### config.mk
export PLATFORM = sky130hd
export DESIGN_NAME = hsio_pad_share_ctrl
export DESIGN_NICKNAME = d
export VERILOG_FILES = /design/src/rtl/hsio_share_pkg.sv /design/src/rtl/hsio_rr_pick.sv /design/src/rtl/hsio_pad_share_ctrl.sv
export SDC_FILE = /design/constraint.sdc
export NUM_CORES = 1
export LEC_CHECK = 0
export CAP_MARGIN = 20
export CORE_ASPECT_RATIO = 0.9
export CORE_MARGIN = 2
export CORE_UTILIZATION = 45
export CTS_CLUSTER_DIAMETER = 120
export DETAILED_ROUTE_END_ITERATION = 16
export PLACE_DENSITY_LB_ADDON = 0.1
export SYNTH_ARGS = -nofsm -noshare
export SYNTH_HDL_FRONTEND = slang
export SYNTH_SLANG_ARGS = --single-unit
### constraint.sdc
create_clock -name clk -period 1.9 [get_ports clk]
set_input_delay 0.19 -clock clk [delete_from_list [all_inputs] [get_ports clk]]
set_output_delay 0.19 -clock clk [all_outputs]
set_load 0.02 [all_outputs]
### src/rtl/hsio_share_pkg.sv
// Shared types and constants for the HSIO pad-sharing controller.
// Also holds the helper that converts a one-hot grant to a requester index.
package hsio_share_pkg;

    typedef enum logic [1:0] {
        IDLE,
        OWN,
        TURN
    } state_e;

    localparam int TURN_W = 4;  // TURNAROUND up to 15
    localparam int HOLD_W = 8;  // MAX_HOLD up to 255
    localparam int IDX_W  = 3;  // up to 8 requesters

    function automatic logic [IDX_W-1:0] oh2idx(input logic [7:0] oh);
        logic [IDX_W-1:0] idx;
        idx = '0;
        for (int i = 0; i < 8; i++) begin
            if (oh[i]) begin
                idx = IDX_W'(i);
            end
        end
        return idx;
    endfunction

endpackage

### src/rtl/hsio_rr_pick.sv
// Combinational round-robin picker.
// Returns the first active request at or above the pointer, wrapping to index 0.
module hsio_rr_pick #(
    parameter int N_REQ = 2,
    parameter int PTR_W = 1
) (
    input  logic [N_REQ-1:0] req_i,
    input  logic [PTR_W-1:0] ptr_i,
    output logic [N_REQ-1:0] onehot_o,
    output logic             valid_o
);

    logic [N_REQ-1:0] upper;
    logic [N_REQ-1:0] src;
    logic             found;

    for (genvar gi = 0; gi < N_REQ; gi++) begin : g_upper
        assign upper[gi] = req_i[gi] && (gi >= int'(ptr_i));
    end

    // Prefer requests at or above the pointer; fall back to the wrapped set.
    always_comb begin
        onehot_o = '0;
        found    = 1'b0;
        src      = (|upper) ? upper : req_i;
        for (int i = 0; i < N_REQ; i++) begin
            if (src[i] && !found) begin
                onehot_o[i] = 1'b1;
                found       = 1'b1;
            end
        end
    end

    assign valid_o = |req_i;

endmodule

### src/rtl/hsio_pad_share_ctrl.sv
// Time-shares one bidirectional HSIO pad between N_REQ fabric requesters.
// Round-robin grants, hold-time preemption, forced tristate gap between owners.
module hsio_pad_share_ctrl
    import hsio_share_pkg::*;
#(
    parameter int N_REQ      = 2,
    parameter int TURNAROUND = 2,
    parameter int MAX_HOLD   = 16
) (
    input  logic             clk,
    input  logic             rst,
    input  logic [N_REQ-1:0] req,
    input  logic [N_REQ-1:0] tx_do,
    input  logic [N_REQ-1:0] tx_oe,
    output logic [N_REQ-1:0] gnt,
    output logic             rx_di,
    output logic             pad_do,
    output logic             pad_dt,
    input  logic             pad_di
);

    localparam int PTR_W = (N_REQ > 1) ? $clog2(N_REQ) : 1;

    state_e             state_q, state_d;
    logic [N_REQ-1:0]   gnt_q, gnt_d;
    logic [HOLD_W-1:0]  hold_q, hold_d;
    logic [TURN_W-1:0]  turn_q, turn_d;
    logic [PTR_W-1:0]   ptr_q, ptr_d;
    logic               pad_do_q, pad_do_d;
    logic               pad_dt_q, pad_dt_d;
    logic               rx_di_q;

    logic [N_REQ-1:0]   pick_oh;
    logic               pick_valid;
    logic [IDX_W-1:0]   owner_idx;
    logic [PTR_W-1:0]   next_ptr;
    logic               own_req, own_do, own_oe, other_req, exit_own;

    hsio_rr_pick #(
        .N_REQ (N_REQ),
        .PTR_W (PTR_W)
    ) u_pick (
        .req_i    (req),
        .ptr_i    (ptr_q),
        .onehot_o (pick_oh),
        .valid_o  (pick_valid)
    );

    // The grant register is one-hot, so masking selects the owner's signals.
    assign own_req   = |(req & gnt_q);
    assign own_do    = |(tx_do & gnt_q);
    assign own_oe    = |(tx_oe & gnt_q);
    assign other_req = |(req & ~gnt_q);
    assign owner_idx = oh2idx(8'(gnt_q));
    assign next_ptr  = (owner_idx == IDX_W'(N_REQ - 1)) ? '0 : PTR_W'(owner_idx + 3'd1);
    assign exit_own  = !own_req || ((hold_q >= HOLD_W'(MAX_HOLD - 1)) && other_req);

    always_comb begin
        state_d  = state_q;
        gnt_d    = gnt_q;
        hold_d   = hold_q;
        turn_d   = turn_q;
        ptr_d    = ptr_q;
        pad_do_d = pad_do_q;
        pad_dt_d = 1'b1;
        case (state_q)
            IDLE: begin
                if (pick_valid) begin
                    state_d = OWN;
                    gnt_d   = pick_oh;
                    hold_d  = '0;
                end
            end
            OWN: begin
                pad_do_d = own_do;
                if (exit_own) begin
                    state_d = TURN;
                    gnt_d   = '0;
                    turn_d  = TURN_W'(TURNAROUND - 1);
                    ptr_d   = next_ptr;
                end else begin
                    pad_dt_d = ~own_oe;
                    if (hold_q != HOLD_W'(MAX_HOLD)) begin
                        hold_d = hold_q + 1'b1;
                    end
                end
            end
            TURN: begin
                if (turn_q != '0) begin
                    turn_d = turn_q - 1'b1;
                end else if (pick_valid) begin
                    state_d = OWN;
                    gnt_d   = pick_oh;
                    hold_d  = '0;
                end else begin
                    state_d = IDLE;
                end
            end
            default: begin
                state_d = IDLE;
                gnt_d   = '0;
            end
        endcase
    end

    always_ff @(posedge clk or posedge rst) begin
        if (rst) begin
            state_q  <= IDLE;
            gnt_q    <= '0;
            hold_q   <= '0;
            turn_q   <= '0;
            ptr_q    <= '0;
            pad_do_q <= 1'b0;
            pad_dt_q <= 1'b1;
            rx_di_q  <= 1'b0;
        end else begin
            state_q  <= state_d;
            gnt_q    <= gnt_d;
            hold_q   <= hold_d;
            turn_q   <= turn_d;
            ptr_q    <= ptr_d;
            pad_do_q <= pad_do_d;
            pad_dt_q <= pad_dt_d;
            rx_di_q  <= pad_di;
        end
    end

    assign gnt    = gnt_q;
    assign rx_di  = rx_di_q;
    assign pad_do = pad_do_q;
    assign pad_dt = pad_dt_q;

endmodule

Word-level counts from Yosys, hierarchy flattened
Cells that the tools add are included.

cells by class
  add/sub/neg operators = 3
  order comparisons = 2
  eq/ne operators = 10
  muxes and demuxes = 24
  bitwise gates (word level) = 6
  reductions and logical operators = 21

operators with widths
  operator               count
  $mux W8                4
  $pmux W8 S3            1
  $mux W2                6
  $ne A2 B2 Y1 const B   6
  $pmux W2 S3            2
  $reduce_or A2 Y1       6
  $add A8 B1 Y8 const B  1
  $and A2 B2 Y2          4
  $ge A8 B4 Y1 const B   1
  $mux W1                8
  $mux W4                2
  $ne A8 B5 Y1 const B   1
  $pmux W4 S2            1
  $reduce_and A3 Y1      2
  $reduce_and A2 Y1      2
  $reduce_and A4 Y1      1
  $reduce_bool A4 Y1     1
  $sub A4 B1 Y4 const B  1
  $eq A3 B1 Y1 const B   1
  $logic_and A1 B1 Y1    3
  $reduce_bool A3 Y1     1
  $eq A2 B1 Y1 const B   1
  $eq A2 B2 Y1 const B   1
  $logic_not A1 Y1       2
  7 further kinds        7

storage, ports and cells
  register bits after elaboration = 20
  input port bits = 9
  output and inout bits = 5

Logic depth before layout (Yosys ltp)
  depth in word-level cells = 11
  mapped depth = 7
  mapped depth without buffers = 7

By module
A second synthesis with hierarchy kept.

unflattened totals
  cell total of the unflattened synthesis = 125
  area, all modules = 1154.9 µm²

modules (own cells, without submodules)
  module               instances  cells an instance  area an instance (µm²)
  hsio_pad_share_ctrl  1          121                1129.8
  hsio_rr_pick         1          4                  25.0

Worst setup path after synthesis
Ideal clock, no wire load.

  kind = register to register
  start point = register hold_q[7]
  end point = register hold_q[5]
  setup time = 0.123 ns
  data arrival time = 1.821 ns
  required time = 1.777 ns
  setup slack = -0.044 ns
  stages on the path, launching flop included = 6
  cell sequence = dfrtp_1 > or4_4 > o22ai_2 > a21oi_2 > or4_4 > mux2i_1

on the way
  cells in the longest elaborated chain, start to end = 5
  elaborated cells between the ends (all ways) = 7
  those cells by class = 1 x order compare; 3 x eq/ne; 3 x reduce/logical

ends and longest elaborated chain
  item                           line                        text
  start: declaration             hsio_pad_share_ctrl.sv:26   logic [HOLD_W-1:0] hold_q, hold_d;
  start signal: assignment       hsio_pad_share_ctrl.sv:119  hold_q <= hold_d;
  $ge A8 B4 Y1                   hsio_pad_share_ctrl.sv:56   assign exit_own = !own_req || ((hold_q >= HOLD_W'(MAX_HOLD - 1)) && other_req);
  $logic_and A1 B1 Y1            hsio_pad_share_ctrl.sv:56
  $logic_or A1 B1 Y1             hsio_pad_share_ctrl.sv:56
  $ne A2 B2 Y1 (no line)         n/a
  $reduce_and A4 Y1 (no line) *  n/a

Every way passes the cells marked *; elsewhere a longest branch is shown, timed or not.
A chain may end at the register's enable or synchronous reset.

Final worst setup path
  start point = register hold_q[4]
  end point = register hold_q[5]

on the way
  cells in the longest elaborated chain, start to end = 5
  elaborated cells between the ends (all ways) = 11
  those cells by class = 1 x add/sub; 1 x order compare; 3 x eq/ne; 3 x mux; 3 x reduce/logical

ends and longest elaborated chain
  item                         line
  $ge A8 B4 Y1                 hsio_pad_share_ctrl.sv:56
  $logic_and A1 B1 Y1          hsio_pad_share_ctrl.sv:56
  $logic_or A1 B1 Y1           hsio_pad_share_ctrl.sv:56
  $ne A2 B2 Y1 (no line)       n/a
  $reduce_and A4 Y1 (no line)  n/a

Parallel ways exist; a longest one is shown, timed or not. The select of a mux whose other input is x is not followed.

==> qor.log <==
INFO  logic_synthesis synth-main-ff-cell=sky130_fd_sc_hd__dfrtp_1
INFO  global_routing global_route.usage.met3=3.544%
INFO  logic_synthesis synth_edf_count=0
INFO  die            chipWidth=56.29um
INFO  global_routing first_global_vias=967
INFO  clock_network  cts_buffers=3
INFO  clock_network  clock_edge_transition_at_the_registers_on_the_reported_setup_and_hold_paths=0.12ns
INFO  status         failing_checks=setup timing
INFO  sta            setup-tns-final=-0.01963ns
INFO  logic_synthesis synthDistinctLibCells=39
INFO  routing        final_antenna_net_count=0
INFO  run            cap_violations=0
INFO  placed_design  globalplace.congestion=0.8383
INFO  clock_network  cts_htree_levels=1
INFO  logic_synthesis syn-num-nets=126
INFO  logic_synthesis synth_cells=113
INFO  sta            min_period_over_period=101.0%
INFO  pwr            sequentialPowerShare=32.1%
INFO  finish         finalInstanceArea=0.001533mm^2
INFO  finish         fillers=217
INFO  sta            final_critical_path_setup_slack=-0.01963ns
INFO  routing        post-route-drc-count=0
INFO  global_routing gr-max-usage-layer=met2
INFO  logic_synthesis synth_most_common_cell=sky130_fd_sc_hd__dfrtp_1
INFO  logic_synthesis yosysWarningCount=0
INFO  sta            timing.final.crit_period=1.920ns
INFO  min_path       min-delay-path-class=primary input to asynchronous set/reset pin
INFO  clock_network  clk_path_buf_depth=2
INFO  routing        routed_via_density=5.770
INFO  placed_design  dp_worst_setup_slack=-0.05159ns
INFO  logic_synthesis syn_avg_cell_area=9.799um^2
INFO  placed_design  placement.cell_area=0.001420mm^2
INFO  clock_network  ctsRootBufferMaster=sky130_fd_sc_hd__clkbuf_4
INFO  global_routing gr-usage-all-layers=20.05%
INFO  die            pin_count=14
INFO  routing        routed_wirelength=2670um
INFO  clock_network  insertion_delay_of_the_later_clocked_pin_in_the_worst_skew_pair=0.30ns
INFO  sta            timing.fmax=0.5209GHz
INFO  sta            worstMarginPinSlew=0.5388ns
INFO  logic_synthesis synth.top_cells.by_area=sky130_fd_sc_hd__dfrtp_1, sky130_fd_sc_hd__nand2_1, sky130_fd_sc_hd__ha_1
INFO  global_routing globalRouteMet2Util=31.37%
INFO  global_routing grt_max_degree=12
INFO  routing        detail_route.iter0.violations=28
INFO  die            floorplan.die.height=51.06um
INFO  global_routing met1_usage=27.08%
INFO  pwr            clock_power_share=12.7%
INFO  logic_synthesis ys_async_sr_fraction=100.0%
INFO  sta            drv_slew=0
INFO  finish         final_core_util=63.77%
INFO  pwr            vdd_ir_drop_max=0.7926mV
INFO  placed_design  dp.final_hpwl=2023um
INFO  finish         drive_gt1_share=28.00%
INFO  setup_path     critPathMaxFanout=4
INFO  die            fp.dieArea=0.002874mm^2
INFO  pwr            p_int=1144uW
INFO  finish         nNetsFinal=164
INFO  placed_design  place.port_buffers=13
INFO  finish         area_delta_synth_final=38.42%
INFO  global_routing antenna_found_initial=0
INFO  pwr            totalPowerFinal=1936uW
INFO  finish         diodes=0
INFO  sta            unrepaired_setup_endpoints_after_global_routing=yes
INFO  logic_synthesis ys_ff_latch=20
INFO  pwr            leakagePower=0.0007166uW
INFO  global_routing grt_first_pass_wirelength=4409um
INFO  clock_network  tritoncts_num_sinks=20
INFO  routing        via_count=1027
INFO  pwr            p_switching=792.0uW
INFO  logic_synthesis synth_largest_type_area_fraction=42.94%
INFO  pwr            power.density=1263mW/mm^2
INFO  logic_synthesis yosysSeqAreaShare=45.31%
INFO  status         outcome=complete, but fails checks
INFO  sta            timing.clock.skew=0.009268ns
INFO  setup_path     endpoint_kind=register
INFO  sta            setup_viol=1
INFO  setup_path     worst-endpoint-required=2.09ns
INFO  die            initial_core_util=46.07%
INFO  setup_path     cp.arrival=2.11ns
INFO  sta            final_hold_violating_endpoints=0
INFO  routing        wl_per_cell=15.00um
INFO  setup_path     startpoint_type=register
INFO  pwr            comb_power_share=55.2%
INFO  setup_path     setup.worst_path.class=register to register
INFO  clock_network  tritoncts=done
INFO  sta            timing.max_slew.rel_slack=63.70%
INFO  logic_synthesis synth_top_cell_by_area=sky130_fd_sc_hd__dfrtp_1
INFO  logic_synthesis yosys-top-cells-count=sky130_fd_sc_hd__dfrtp_1, sky130_fd_sc_hd__nand2_1, sky130_fd_sc_hd__nor2_1
INFO  die            design.core.area=0.002404mm^2
INFO  routing        firstDrtPassIters=4
INFO  logic_synthesis synth_area=0.001107mm^2
INFO  clock_network  hold_bufs_inserted_after_cts=0
INFO  global_routing grt_overflow_total=0
INFO  die            placement_rows=17
INFO  pwr            swShare=40.91%
-- metal layers --
layer	routed length (um)	vias to the layer above
met3	116	4
met1	1241	507
met2	1287	23
met4	25	0
met5	0	-
li1	-	493
-- cells by family (layout without fill, tap and decap cells) --
group	count (synthesis)	after routing	share of synthesized area, %
compound gates	27	27	19.66
mux	4	4	3.842
xor+xnor	2	2	1.582
flops	20	20	45.31
fa+ha+maj	4	4	4.520
simple gates	49	49	22.71
buf+inv	7	44	2.373
-- layout make-up --
type	instances	area [um^2]	area share (%)
clock buffers	4	36.28	2.367
inverters	7	26.28	1.714
flip-flops and latches	20	501.7	32.73
multi-input cells	86	649.4	42.37
repair buffers	33	284.0	18.53
well taps	28	35.03	2.286
-- per-stage QoR --
| step | cells | hold slack [ns] |
|---|---|---|
| finish | 178 | 0.1546 |
| global route | 178 | 0.1963 |
| CTS | 176 | 0.1476 |
| detailed placement | 172 | 0.4887 |
| global placement | 172 | 0.4853 |
| floorplan | 113 | 0.1531 |
-- cells in the final DEF, fill, tap and decap left out, types with 2 or more instances in the layout --
master,n
sky130_fd_sc_hd__a21o_1,2
sky130_fd_sc_hd__a21oi_2,2
sky130_fd_sc_hd__a22o_1,2
sky130_fd_sc_hd__a32oi_1,2
sky130_fd_sc_hd__a41o_1,2
sky130_fd_sc_hd__buf_4,19
sky130_fd_sc_hd__clkbuf_4,3
sky130_fd_sc_hd__clkdlybuf4s50_1,13
sky130_fd_sc_hd__dfrtp_1,19
sky130_fd_sc_hd__ha_1,4
sky130_fd_sc_hd__inv_1,6
sky130_fd_sc_hd__mux2_2,2
sky130_fd_sc_hd__mux2i_1,2
sky130_fd_sc_hd__nand2_1,13
sky130_fd_sc_hd__nand2b_1,6
sky130_fd_sc_hd__nand3_1,3
sky130_fd_sc_hd__nand4_1,2
sky130_fd_sc_hd__nor2_1,11
sky130_fd_sc_hd__nor2b_1,2
sky130_fd_sc_hd__nor3_1,2
sky130_fd_sc_hd__o21ai_0,2
sky130_fd_sc_hd__o2bb2ai_1,4
sky130_fd_sc_hd__or4_4,3
-- power groups by stage --
stage | logic, uW | clock network [uW] | registers [uW]
after global routing | 1170 | 282 | 639
after detailed placement | 938 | 0 | 625
after global placement | 928 | 0 | 619
after floorplan | 497 | 0 | 666
final | 1070 | 246 | 621
after CTS | 949 | 259 | 616
-- worst paths after layout --
kind / endpoint / startpoint / slack (ns) / depth (start not counted)
worst max-delay path: hold_q[5] / hold_q[4] / -0.02 / 5
worst min-delay path: hold_q[5] / rst / 0.15 / 2
worst max register to register: hold_q[5] / hold_q[4] / -0.02 / 5
worst min register to register: ptr_q / ptr_q / 0.52 / 2
max in group asynchronous: pad_dt / rst / 1.19 / 3
min in group clk: rx_di / pad_di / 0.33 / 1
-- flip-flops by register name, summed over array words and instances, names as in the netlist --
signal / cells
pad_dt: 1
pad_do: 1
rx_di: 1
hold_q: 8
gnt: 2
ptr_q: 1
turn_q: 4
state_q: 2
-- critical path, cell delays in order (launching register included) --
cell and delay, ns:
sky130_fd_sc_hd__dfrtp_1 0.40, sky130_fd_sc_hd__or4_4 0.56, sky130_fd_sc_hd__o22ai_4 0.19, sky130_fd_sc_hd__a21oi_4 0.10, sky130_fd_sc_hd__or4_4 0.42, sky130_fd_sc_hd__mux2i_1 0.13
-- timing repair --
action	CTS	global route
hold endpoints to repair	0	0
endpoints found under the setup margin	1	7
buffers inserted	0	2
pin swaps	0	10
gates resized for setup	1	13
No activity file was read; power rests on OpenSTA's default activity.
